--- config.mk ---
export PLATFORM = sky130hd
export DESIGN_NAME = radix4_dft_stream
export DESIGN_NICKNAME = d
export VERILOG_FILES = /design/src/rtl/radix4_pkg.sv /design/src/rtl/radix4_kernel.sv /design/src/rtl/radix4_dft_stream.sv
export SDC_FILE = /design/constraint.sdc
export NUM_CORES = 1
export LEC_CHECK = 0
export CAP_MARGIN = 20
export CORE_MARGIN = 1.5
export CORE_UTILIZATION = 55
export DETAILED_ROUTE_END_ITERATION = 8
export PLACE_DENSITY = 0.73
export SYNTH_ARGS = -nofsm -noshare
export SYNTH_HDL_FRONTEND = slang
export SYNTH_SLANG_ARGS = --single-unit
export TNS_END_PERCENT = 10
--- constraint.sdc ---
create_clock -name clk -period 9.19 [get_ports clk]
set_input_delay 0.919 -clock clk [delete_from_list [all_inputs] [get_ports clk]]
set_output_delay 0.919 -clock clk [all_outputs]
set_load 0.01 [all_outputs]
--- src/rtl/radix4_pkg.sv ---
// rtl/radix4_pkg.sv - shared types and constants for the radix-4 DFT stream engine
package radix4_pkg;

  typedef enum logic [1:0] {
    LOAD    = 2'd0,
    COMPUTE = 2'd1,
    DRAIN   = 2'd2
  } state_t;

  localparam int N_PTS = 4;

  // Full growth of a 4-point sum: two extra bits, no scaling.
  function automatic int out_width(input int dw);
    return dw + 2;
  endfunction

endpackage

--- src/rtl/radix4_kernel.sv ---
// rtl/radix4_kernel.sv - combinational 4-point DFT butterfly, forward or inverse
module radix4_kernel
  import radix4_pkg::*;
#(
  parameter int DW = 8,
  parameter int OW = out_width(DW)
) (
  input  logic              i_inverse,
  input  logic [4*DW-1:0]   i_re,
  input  logic [4*DW-1:0]   i_im,
  output logic [4*OW-1:0]   o_re,
  output logic [4*OW-1:0]   o_im
);

  logic signed [OW-1:0] w_a [N_PTS];
  logic signed [OW-1:0] w_b [N_PTS];

  for (genvar n = 0; n < N_PTS; n++) begin : g_ext
    assign w_a[n] = {{(OW-DW){i_re[n*DW+DW-1]}}, i_re[n*DW +: DW]};
    assign w_b[n] = {{(OW-DW){i_im[n*DW+DW-1]}}, i_im[n*DW +: DW]};
  end

  logic signed [OW-1:0] w_s02a, w_s13a, w_d02a, w_d13a;
  logic signed [OW-1:0] w_s02b, w_s13b, w_d02b, w_d13b;
  logic signed [OW-1:0] w_x0_re, w_x0_im, w_x2_re, w_x2_im;
  logic signed [OW-1:0] w_p_re, w_p_im, w_m_re, w_m_im;

  assign w_s02a = w_a[0] + w_a[2];
  assign w_s13a = w_a[1] + w_a[3];
  assign w_d02a = w_a[0] - w_a[2];
  assign w_d13a = w_a[1] - w_a[3];
  assign w_s02b = w_b[0] + w_b[2];
  assign w_s13b = w_b[1] + w_b[3];
  assign w_d02b = w_b[0] - w_b[2];
  assign w_d13b = w_b[1] - w_b[3];

  assign w_x0_re = w_s02a + w_s13a;
  assign w_x0_im = w_s02b + w_s13b;
  assign w_x2_re = w_s02a - w_s13a;
  assign w_x2_im = w_s02b - w_s13b;

  // P = (x0-x2) - j(x1-x3), M = (x0-x2) + j(x1-x3)
  assign w_p_re = w_d02a + w_d13b;
  assign w_p_im = w_d02b - w_d13a;
  assign w_m_re = w_d02a - w_d13b;
  assign w_m_im = w_d02b + w_d13a;

  // Inverse swaps the roles of bins 1 and 3.
  assign o_re = i_inverse ? {w_p_re, w_x2_re, w_m_re, w_x0_re}
                          : {w_m_re, w_x2_re, w_p_re, w_x0_re};
  assign o_im = i_inverse ? {w_p_im, w_x2_im, w_m_im, w_x0_im}
                          : {w_m_im, w_x2_im, w_p_im, w_x0_im};

endmodule

--- src/rtl/radix4_dft_stream.sv ---
// rtl/radix4_dft_stream.sv - streaming 4-point DFT: serial load, one-cycle compute, serial drain
module radix4_dft_stream
  import radix4_pkg::*;
#(
  parameter int DW = 8,
  parameter int OW = out_width(DW)
) (
  input  logic          clk,
  input  logic          rst,
  input  logic          inverse,
  input  logic          in_valid,
  output logic          in_ready,
  input  logic [DW-1:0] in_re,
  input  logic [DW-1:0] in_im,
  output logic          out_valid,
  input  logic          out_ready,
  output logic [OW-1:0] out_re,
  output logic [OW-1:0] out_im,
  output logic [1:0]    out_idx,
  output logic          out_last
);

  state_t            r_state;
  state_t            w_next;
  logic [1:0]        r_cnt;
  logic              r_inv;
  logic [4*DW-1:0]   r_x_re;
  logic [4*DW-1:0]   r_x_im;
  logic [4*OW-1:0]   r_res_re;
  logic [4*OW-1:0]   r_res_im;
  logic [4*OW-1:0]   w_bin_re;
  logic [4*OW-1:0]   w_bin_im;
  logic              w_in_fire;
  logic              w_out_fire;
  logic              w_last_fire;
  logic [1:0]        w_ptr;

  radix4_kernel #(.DW(DW), .OW(OW)) u_kernel (
    .i_inverse (r_inv),
    .i_re      (r_x_re),
    .i_im      (r_x_im),
    .o_re      (w_bin_re),
    .o_im      (w_bin_im)
  );

  assign w_in_fire   = in_valid & in_ready & (r_state == LOAD);
  assign w_out_fire  = out_valid & out_ready;
  assign w_last_fire = w_out_fire & out_last;
  // Next bin to present: first bin of the drain, or the one after the bin just taken.
  assign w_ptr       = out_valid ? out_idx + 2'd1 : 2'd0;

  always_comb begin
    w_next = r_state;
    case (r_state)
      LOAD:    if (w_in_fire && r_cnt == 2'(N_PTS-1)) w_next = COMPUTE;
      COMPUTE: w_next = DRAIN;
      DRAIN:   if (w_last_fire) w_next = LOAD;
      default: w_next = LOAD;
    endcase
  end

  always_ff @(posedge clk) begin
    if (rst) r_state <= LOAD;
    else     r_state <= w_next;
  end

  always_ff @(posedge clk) begin
    if (rst) begin
      r_cnt     <= '0;
      r_inv     <= 1'b0;
      r_x_re    <= '0;
      r_x_im    <= '0;
      r_res_re  <= '0;
      r_res_im  <= '0;
      in_ready  <= 1'b1;
      out_valid <= 1'b0;
      out_re    <= '0;
      out_im    <= '0;
      out_idx   <= '0;
      out_last  <= 1'b0;
    end else begin
      in_ready <= (w_next == LOAD);

      if (w_in_fire) begin
        r_x_re[int'(r_cnt)*DW +: DW] <= in_re;
        r_x_im[int'(r_cnt)*DW +: DW] <= in_im;
        r_cnt <= r_cnt + 2'd1;
        if (r_cnt == 2'd0) r_inv <= inverse;
      end

      if (r_state == COMPUTE) begin
        r_res_re <= w_bin_re;
        r_res_im <= w_bin_im;
      end

      // Output register only advances when empty or when the current bin is taken.
      if (r_state == DRAIN && (!out_valid || out_ready)) begin
        if (w_last_fire) begin
          out_valid <= 1'b0;
          out_idx   <= '0;
          out_last  <= 1'b0;
        end else begin
          out_valid <= 1'b1;
          out_re    <= r_res_re[int'(w_ptr)*OW +: OW];
          out_im    <= r_res_im[int'(w_ptr)*OW +: OW];
          out_idx   <= w_ptr;
          out_last  <= (w_ptr == 2'd3);
        end
      end
    end
  end

endmodule

## Yosys cells after proc, flatten, opt, wreduce, memory -nomap -nowiden

Index checks and enable logic that the tools add are counted.

- Memory bits (read-only): 0
- Latch bits: 0
- Register bits after elaboration: 174
- Bits of input ports: 21
- Memories: 0
- Logic and storage cells: 67
- Bits in writable memories: 0
- Output and inout bits: 25

- $mul: 1
- Order comparisons: 0
- Add/subtract/negate cells: 19
- Reduce and logical (&&, ||, !) cells: 9
- Bitwise operators: 5
- Div/mod/pow operators: 0
- Equality and inequality tests: 4
- Mux-type cells: 11
- Shift operators: 5

Operators with widths:

| kind | count |
|---|---|
| 40-bit 2-to-1 mux | 2 |
| 8-bit by 33-bit indexed part select with 32-bit output | 2 |
| 32-bit bitwise mux | 2 |
| 10-bit adder | 4 |
| 40-bit by 32-bit indexed part select with 10-bit output | 1 |
| 40-bit by 7-bit indexed part select with 10-bit output | 1 |
| 10-bit subtractor | 4 |
| 8-bit by 8-bit adder with 9-bit output | 4 |
| 8-bit by 8-bit subtractor with 9-bit output | 4 |
| 5-bit negator with 33-bit output | 1 |
| 8-bit by 33-bit variable shift with 32-bit output (first input constant) | 1 |
| 2-bit 2-to-1 mux | 4 |
| 2-bit == test (second input constant) | 3 |
| 2-bit zero test | 3 |
| 2-bit case mux with 3 select lines | 1 |
| 2-bit by 3-bit multiplier with 5-bit output (second input constant) | 1 |
| 2-bit by 1-bit adder with 2-bit output (second input constant) | 2 |
| 1-bit bitwise AND | 4 |
| 2-bit AND reduction | 2 |
| 2-bit by 1-bit == test with 1-bit output (second input constant) | 1 |
| 1-bit logical AND | 2 |
| 1-bit 2-to-1 mux | 2 |
| 1-bit zero test | 1 |
| 1-bit logical OR | 1 |
| 1-bit NOT | 1 |

## Depth between registers and ports, before layout

- Depth in word-level cells: 6
- Gate-level depth with buffers: 17
- Mapped depth without buffers: 17

## Cells and area by module

From an unflattened synthesis, not the netlist that was laid out.

- Cells, all modules: 1686
- Area total of the unflattened synthesis: 13061.3 µm²

By module, submodules not included:

| module | instances | cells each | seq. area each (µm²) | area an instance (µm²) |
|---|---|---|---|---|
| radix4_dft_stream | 1 | 815 | 3483.3 | 6606.3 |
| radix4_kernel | 1 | 871 | 0.0 | 6454.9 |

## Least setup slack after synthesis

Ideal clock, no wire load.

- Path kind: reg-to-reg
- From: reg r_x_re[0]
- To: reg r_res_re[16]
- Buffers on the path: 1
- Stages on the path, launching flop included: 18
- Clock period less this slack: 3.244 ns
- Slack: 5.946 ns
- Setup time: 0.132 ns
- Arrival time: 3.111 ns
- Required time: 9.058 ns
- Cells stage by stage: dfxtp_1 > inv_1 > ha_1 > inv_1 > fa_1 > a21o_1 > a21oi_1 > o21bai_1 > a21oi_1 > xnor2_1 > ha_1 > clkbuf_1 > or2_2 > a2111o_1 > o211ai_1 > nand2_1 > o211ai_1 > a21oi_1

- Longest elaborated chain between the ends: 3
- Elaborated cells between the ends (all ways): 4
- Those cells by class: add/sub (3); mux (1)

Ends and longest elaborated chain:

| what | line | RTL |
|---|---|---|
| start, declared | radix4_dft_stream.sv:27 | `logic [4*DW-1:0] r_x_re;` |
| start signal, assigned by index | radix4_dft_stream.sv:85 | `r_x_re[int'(r_cnt)*DW +: DW] <= in_re;` |
| 8-bit by 8-bit subtractor with 9-bit output (*) | radix4_kernel.sv:30 | `assign w_d02a = w_a[0] - w_a[2];` |
| 10-bit adder or 10-bit subtractor (tied branches) | radix4_kernel.sv:43, radix4_kernel.sv:45 |  |
| 40-bit 2-to-1 mux (*) | radix4_kernel.sv:49 | `assign o_re = i_inverse ? {w_p_re, w_x2_re, w_m_re, w_x0_re}` |
| end signal, assigned | radix4_dft_stream.sv:92 | `r_res_re <= w_bin_re;` |
| end, declared | radix4_dft_stream.sv:29 | `logic [4*OW-1:0] r_res_re;` |

Every way passes the cells marked *; elsewhere a longest branch is shown, timed or not.
A chain may end at the register's enable or synchronous reset.

## Final worst setup path

- From: reg r_x_re[25]
- To: reg r_res_im[38]

- Longest elaborated chain between the ends: 3
- Elaborated cells between the ends (all ways): 4
- Those cells by class: add/sub (3); mux (1)

Ends and longest elaborated chain:

| what | line | RTL |
|---|---|---|
| 8-bit by 8-bit subtractor with 9-bit output (*) | radix4_kernel.sv:31 | `assign w_d13a = w_a[1] - w_a[3];` |
| 10-bit adder or 10-bit subtractor (tied branches) | radix4_kernel.sv:46, radix4_kernel.sv:44 |  |
| 40-bit 2-to-1 mux (*) | radix4_kernel.sv:51 | `assign o_im = i_inverse ? {w_p_im, w_x2_im, w_m_im, w_x0_im}` |
| end signal, assigned | radix4_dft_stream.sv:93 | `r_res_im <= w_bin_im;` |
| end, declared | radix4_dft_stream.sv:30 | `logic [4*OW-1:0] r_res_im;` |

Marked as above.

==> results.md <==
Setup path:
- The buffers plus inverters on the worst setup path is 2.
- Traced cell by cell, the critical path runs through inv_1, ha_1, a21o_1, a21o_1, a31oi_1, nor2b_1, xnor2_1, ha_1, inv_1, a221oi_2, nand2_1, and3_1, nor4b_1, o221ai_1.
- The register-to-register setup slack is 5540 ps.
- The cell with the largest stage delay on the worst path is sky130_fd_sc_hd__nor4b_1.
- For this run, the slowest stage of the critical path takes 430 ps.
- STA classifies the critical path startpoint as a flop.
- Counting cells, the worst reg-to-reg path comes to 14.
- The reg-to-reg critical path startpoint is r_x_re[25].
- STA puts the critical path data arrival time at 3960 ps.
- The worst flop-to-flop path endpoint is r_res_im[38].
- STA classifies the critical path endpoint as a flop.
- The worst setup path is of the reg -> reg kind.
- The cell class contributing the biggest share of worst-path delay is compound AO/OA/AOI/OAI gates.
- At the worst endpoint, the required time is 9500 ps.
- Along the worst path, the maximum fanout reaches 7.

Floorplanning:
- The die covers roughly 23000 um^2.
- The overall die height is 153 um.
- The total number of placement rows is 54.
- 46 I/O pins were placed.
- The die extent in x is around 150 um.
- The core region is 22000 um^2.
- For this configuration, the core starts out at a cell density of 56.3%.

Routing:
- In the final routed layout, each cell accounts on average for 17.0 um.
- For this block, the initial DRC count from the detailed router was roughly 770.
- The routed design has 30.5 mm of wire.
- For this run, design rule violations remaining after detail routing come to 2.
- The detailed-router iteration count before antenna repair is 9.
- The count of nets left with antenna violations once routing finished came out at 0.
- Dividing the detail-routed via count by the number of cells gives around 5.8.
- The total via count after detailed routing is roughly 10000.

Status:
- The final reports fail on DRC.
- The run finished, with violations left.

Yosys:
- Yosys mapped the design onto 63 distinct sky130hd cell types.
- Averaged over all synthesized cells, the footprint is 8.19 um^2.
- The cell count after synthesis is around 1500.
- The share of synthesized registers carrying an async set or reset is 0%.
- Counting flops with a built-in enable in the synthesized netlist gives 0.
- The number of nets in the synthesized netlist is around 1700.
- Counting flops and latches in the post-synthesis netlist gives 170.
- The netlist area before placement is 12400 um^2.
- For this run, the register share of the synthesized area comes to 27.5%.
- In the synthesized netlist the dominant register cell turns out to be sky130_fd_sc_hd__dfxtp_1.
- For this run, the number of Yosys warnings is 0.

Place:
- The half-perimeter wire length after placement is between 20 and 25 mm.
- The pre-CTS setup slack is 5620 ps.
- At the end of routability-driven placement, the weighted congestion stood at 0.904.
- The number of placed instances with taps included is 1755.
- The number of buffers inserted by port buffering is 45.
- The placed instances occupy a cell area of approximately 13000 um^2.

Timing:
- The final count of hold timing violations is 0.
- The maximum achievable frequency is 274 MHz.
- The time the worst path needs with I/O delays and setup is 3650 ps.
- Setup repair after global routing left no endpoint under its margin.
- Setup violations remaining at the end of the flow were counted as 0.
- Once routing completed, OpenROAD measured the worst setup slack at 5540 ps.
- Across the routed clock network, the largest skew measured is around 12 ps.
- The count of final max-slew check failures is 0.
- Headroom to the max-slew limit came out at 30.4%.
- The post-route fraction of the period consumed by the critical path is 39.7%.
- The slew at the pin with the worst max-slew slack is between 1000 and 1500 ps.
- The accumulated negative setup slack is 0 ps.

Power:
- The peak supply drop is 0.115 mV.
- The power density over cell area is 148 nW/um^2.
- For this design the static power due to leakage is 5.14 nW.

Cells and area:
- The final cell count without fillers is 1788.
- In the layout the commonest cells are sky130_fd_sc_hd__dfxtp_1, sky130_fd_sc_hd__a21oi_1, sky130_fd_sc_hd__nand2_1, sky130_fd_sc_hd__ha_1, sky130_fd_sc_hd__inv_1.
- In the final design database the tool counted roughly 1700 nets.
- After filler insertion, the fill cell instance count of the layout stands at 1960.
- The most common library cell in the layout ignoring fill and taps is sky130_fd_sc_hd__dfxtp_1.
- The antenna diode count is 0.
- The layout overhead on the synthesized area is 9.16%.
- Summing all non-filler instances in the final layout gives an area of 13500 um^2.
- The share of layout cells above drive strength 1 is 5.50%.

Global routing:
- The first global-routing pass estimated 49.7 mm of wire.
- The aggregate global routing overflow is 0.
- Entering global routing, the biggest net connects 108 pins.
- The number of global-route vias before repair was roughly 9600.
- The number of antenna violations at the first check in global routing came to 0.
- The total routing usage reported by global routing is 26.3%.

Clocking:
- The largest buffer count on any clock path is 2.
- The later-pin clock latency in the skew report is 440 ps.
- Clock-pin slew was measured on the worst setup and hold paths at approximately 70 ps.
- The number of buffers created by CTS is 17.
- The sink count of the clock tree is 170.
- In this run, post-CTS hold repair placed 0 buffers.
- The clock root buffer is sky130_fd_sc_hd__clkbuf_16.
- Buffers added to address setup during post-CTS repair amount to 0.
- Once the clock tree was built, the resizer swapped 0 gates to a different size.
- The deepest level of the CTS H-tree is 4.
- TritonCTS built the clock tree.

Hold path:
- The startpoint identified for the worst hold timing path is r_res_im[32].
- The path with the worst hold slack has its endpoint at r_res_im[32].
- The worst hold path belongs to the class reg -> reg.
- The count of cells along the worst hold path is 2.

Job:
- The number of maximum-capacitance constraint violations is 0.
==> layout make-up <==
cell class | count | area (um^2) | share of cell area [%]
Multi-Input combinational cell | 1131 | 8160 | 60.5
Tap cell | 280 | 350 | 2.60
Inverter | 118 | 443 | 3.28
Timing Repair Buffer | 57 | 536 | 3.97
Clock buffer | 18 | 439 | 3.26
Sequential cell | 170 | 3400 | 25.2
Clock inverter | 14 | 154 | 1.14
==> worst max path at each step <==
stage	start	endpoint	slack (ps)	cells past startpoint
floorplan	r_x_re[0]	r_res_re[16]	5950	17
global placement	r_x_re[25]	r_res_im[18]	5710	14
detailed placement	r_x_im[17]	r_res_im[38]	5620	14
CTS	r_x_im[17]	r_res_im[38]	5590	14
global route	r_x_im[17]	r_res_im[38]	5310	14
finish	r_x_re[25]	r_res_im[38]	5540	14
==> where the power goes <==
group          leakage [nW]  switching (mW)  internal (mW)
clock network         0.288           0.351          0.371
logic                  3.48           0.319          0.196
registers              1.37         0.00866          0.745
==> worst reg2reg max path, stage by stage, from the launching register on <==
cell and delay, ps:
sky130_fd_sc_hd__dfxtp_1 420, sky130_fd_sc_hd__inv_1 110, sky130_fd_sc_hd__ha_1 300, sky130_fd_sc_hd__a21o_1 160, sky130_fd_sc_hd__a21o_1 200, sky130_fd_sc_hd__a31oi_1 210
sky130_fd_sc_hd__nor2b_1 260, sky130_fd_sc_hd__xnor2_1 100, sky130_fd_sc_hd__ha_1 390, sky130_fd_sc_hd__inv_1 130, sky130_fd_sc_hd__a221oi_2 370, sky130_fd_sc_hd__nand2_1 120
sky130_fd_sc_hd__and3_1 180, sky130_fd_sc_hd__nor4b_1 430, sky130_fd_sc_hd__o221ai_1 160
==> state kept, by name, indices dropped and copies added (netlist names) <==
register,flops
r_state,2
out_idx,2
r_cnt,2
in_ready,1
out_re,10
r_res_re,38
r_x_im,32
out_last,1
r_x_re,32
out_im,10
r_inv,1
r_res_im,38
out_valid,1
==> layer usage <==
| metal | GRT usage, % | share of wire (%) | up-vias |
|---|---|---|---|
| met5 | 0 | 0 | - |
| met4 | 7.89 | 1.9 | 0 |
| met3 | 3.18 | 5.2 | 34 |
| met2 | 40.4 | 44 | 302 |
| met1 | 38.6 | 49 | 4897 |
| li1 | - | - | 5211 |
==> synth_stat cells (5+ instances only) <==
cell type                   instances  area [um^2]
sky130_fd_sc_hd__nand3b_1          16          120
sky130_fd_sc_hd__o221ai_1           6         52.6
sky130_fd_sc_hd__a211oi_1          39          293
sky130_fd_sc_hd__xor2_1            26          228
sky130_fd_sc_hd__mux4_2            18          405
sky130_fd_sc_hd__mux2i_1           11          110
sky130_fd_sc_hd__and2_1             9         56.3
sky130_fd_sc_hd__nor2_1            91          342
sky130_fd_sc_hd__or3_1              8         50.1
sky130_fd_sc_hd__fa_1              16          320
sky130_fd_sc_hd__o32ai_1            6         52.6
sky130_fd_sc_hd__o211ai_1          11         82.6
sky130_fd_sc_hd__or2_2              5         31.3
sky130_fd_sc_hd__a22o_1            17          149
sky130_fd_sc_hd__nand2b_1          27          169
sky130_fd_sc_hd__clkbuf_1          63          236
sky130_fd_sc_hd__buf_2              9         45.0
sky130_fd_sc_hd__dfxtp_1          170         3400
sky130_fd_sc_hd__o21bai_1          25          188
sky130_fd_sc_hd__xnor2_1           71          622
sky130_fd_sc_hd__nor2b_1           19          119
sky130_fd_sc_hd__inv_1            118          443
sky130_fd_sc_hd__a2bb2oi_1          5         43.8
sky130_fd_sc_hd__ha_1             141         1760
sky130_fd_sc_hd__nor3_1            51          255
sky130_fd_sc_hd__a21oi_1          157          786
sky130_fd_sc_hd__a31oi_1            9         56.3
sky130_fd_sc_hd__o21ai_0           48          240
sky130_fd_sc_hd__nand2_1          156          586
sky130_fd_sc_hd__nor3b_1           11         82.6
sky130_fd_sc_hd__a22oi_1            7         52.6
sky130_fd_sc_hd__nand3_1           54          270
sky130_fd_sc_hd__buf_1             13         48.8
sky130_fd_sc_hd__a21o_1            14          105
==> kinds of logic after synthesis <==
| group | Yosys count | synth area share [%] |
|---|---|---|
| fa+ha+maj | 157 | 16.9 |
| buf+inv | 207 | 6.50 |
| flops | 170 | 27.5 |
| simple gates | 460 | 17.6 |
| compound gates | 388 | 20.4 |
| mux | 29 | 4.17 |
| xor+xnor | 97 | 6.88 |
==> per-stage QoR <==
stage | total power [mW] | util, % | hold slack [ps]
CTS | 1.99 | 61.4 | 455
global placement | 1.26 | 58.7 | 436
finish | 1.99 | 61.4 | 450
global route | 2.09 | 61.4 | 476
floorplan | 1.15 | - | 429
detailed placement | 1.27 | 58.7 | 445
Power figures use the tool's default switching activity.
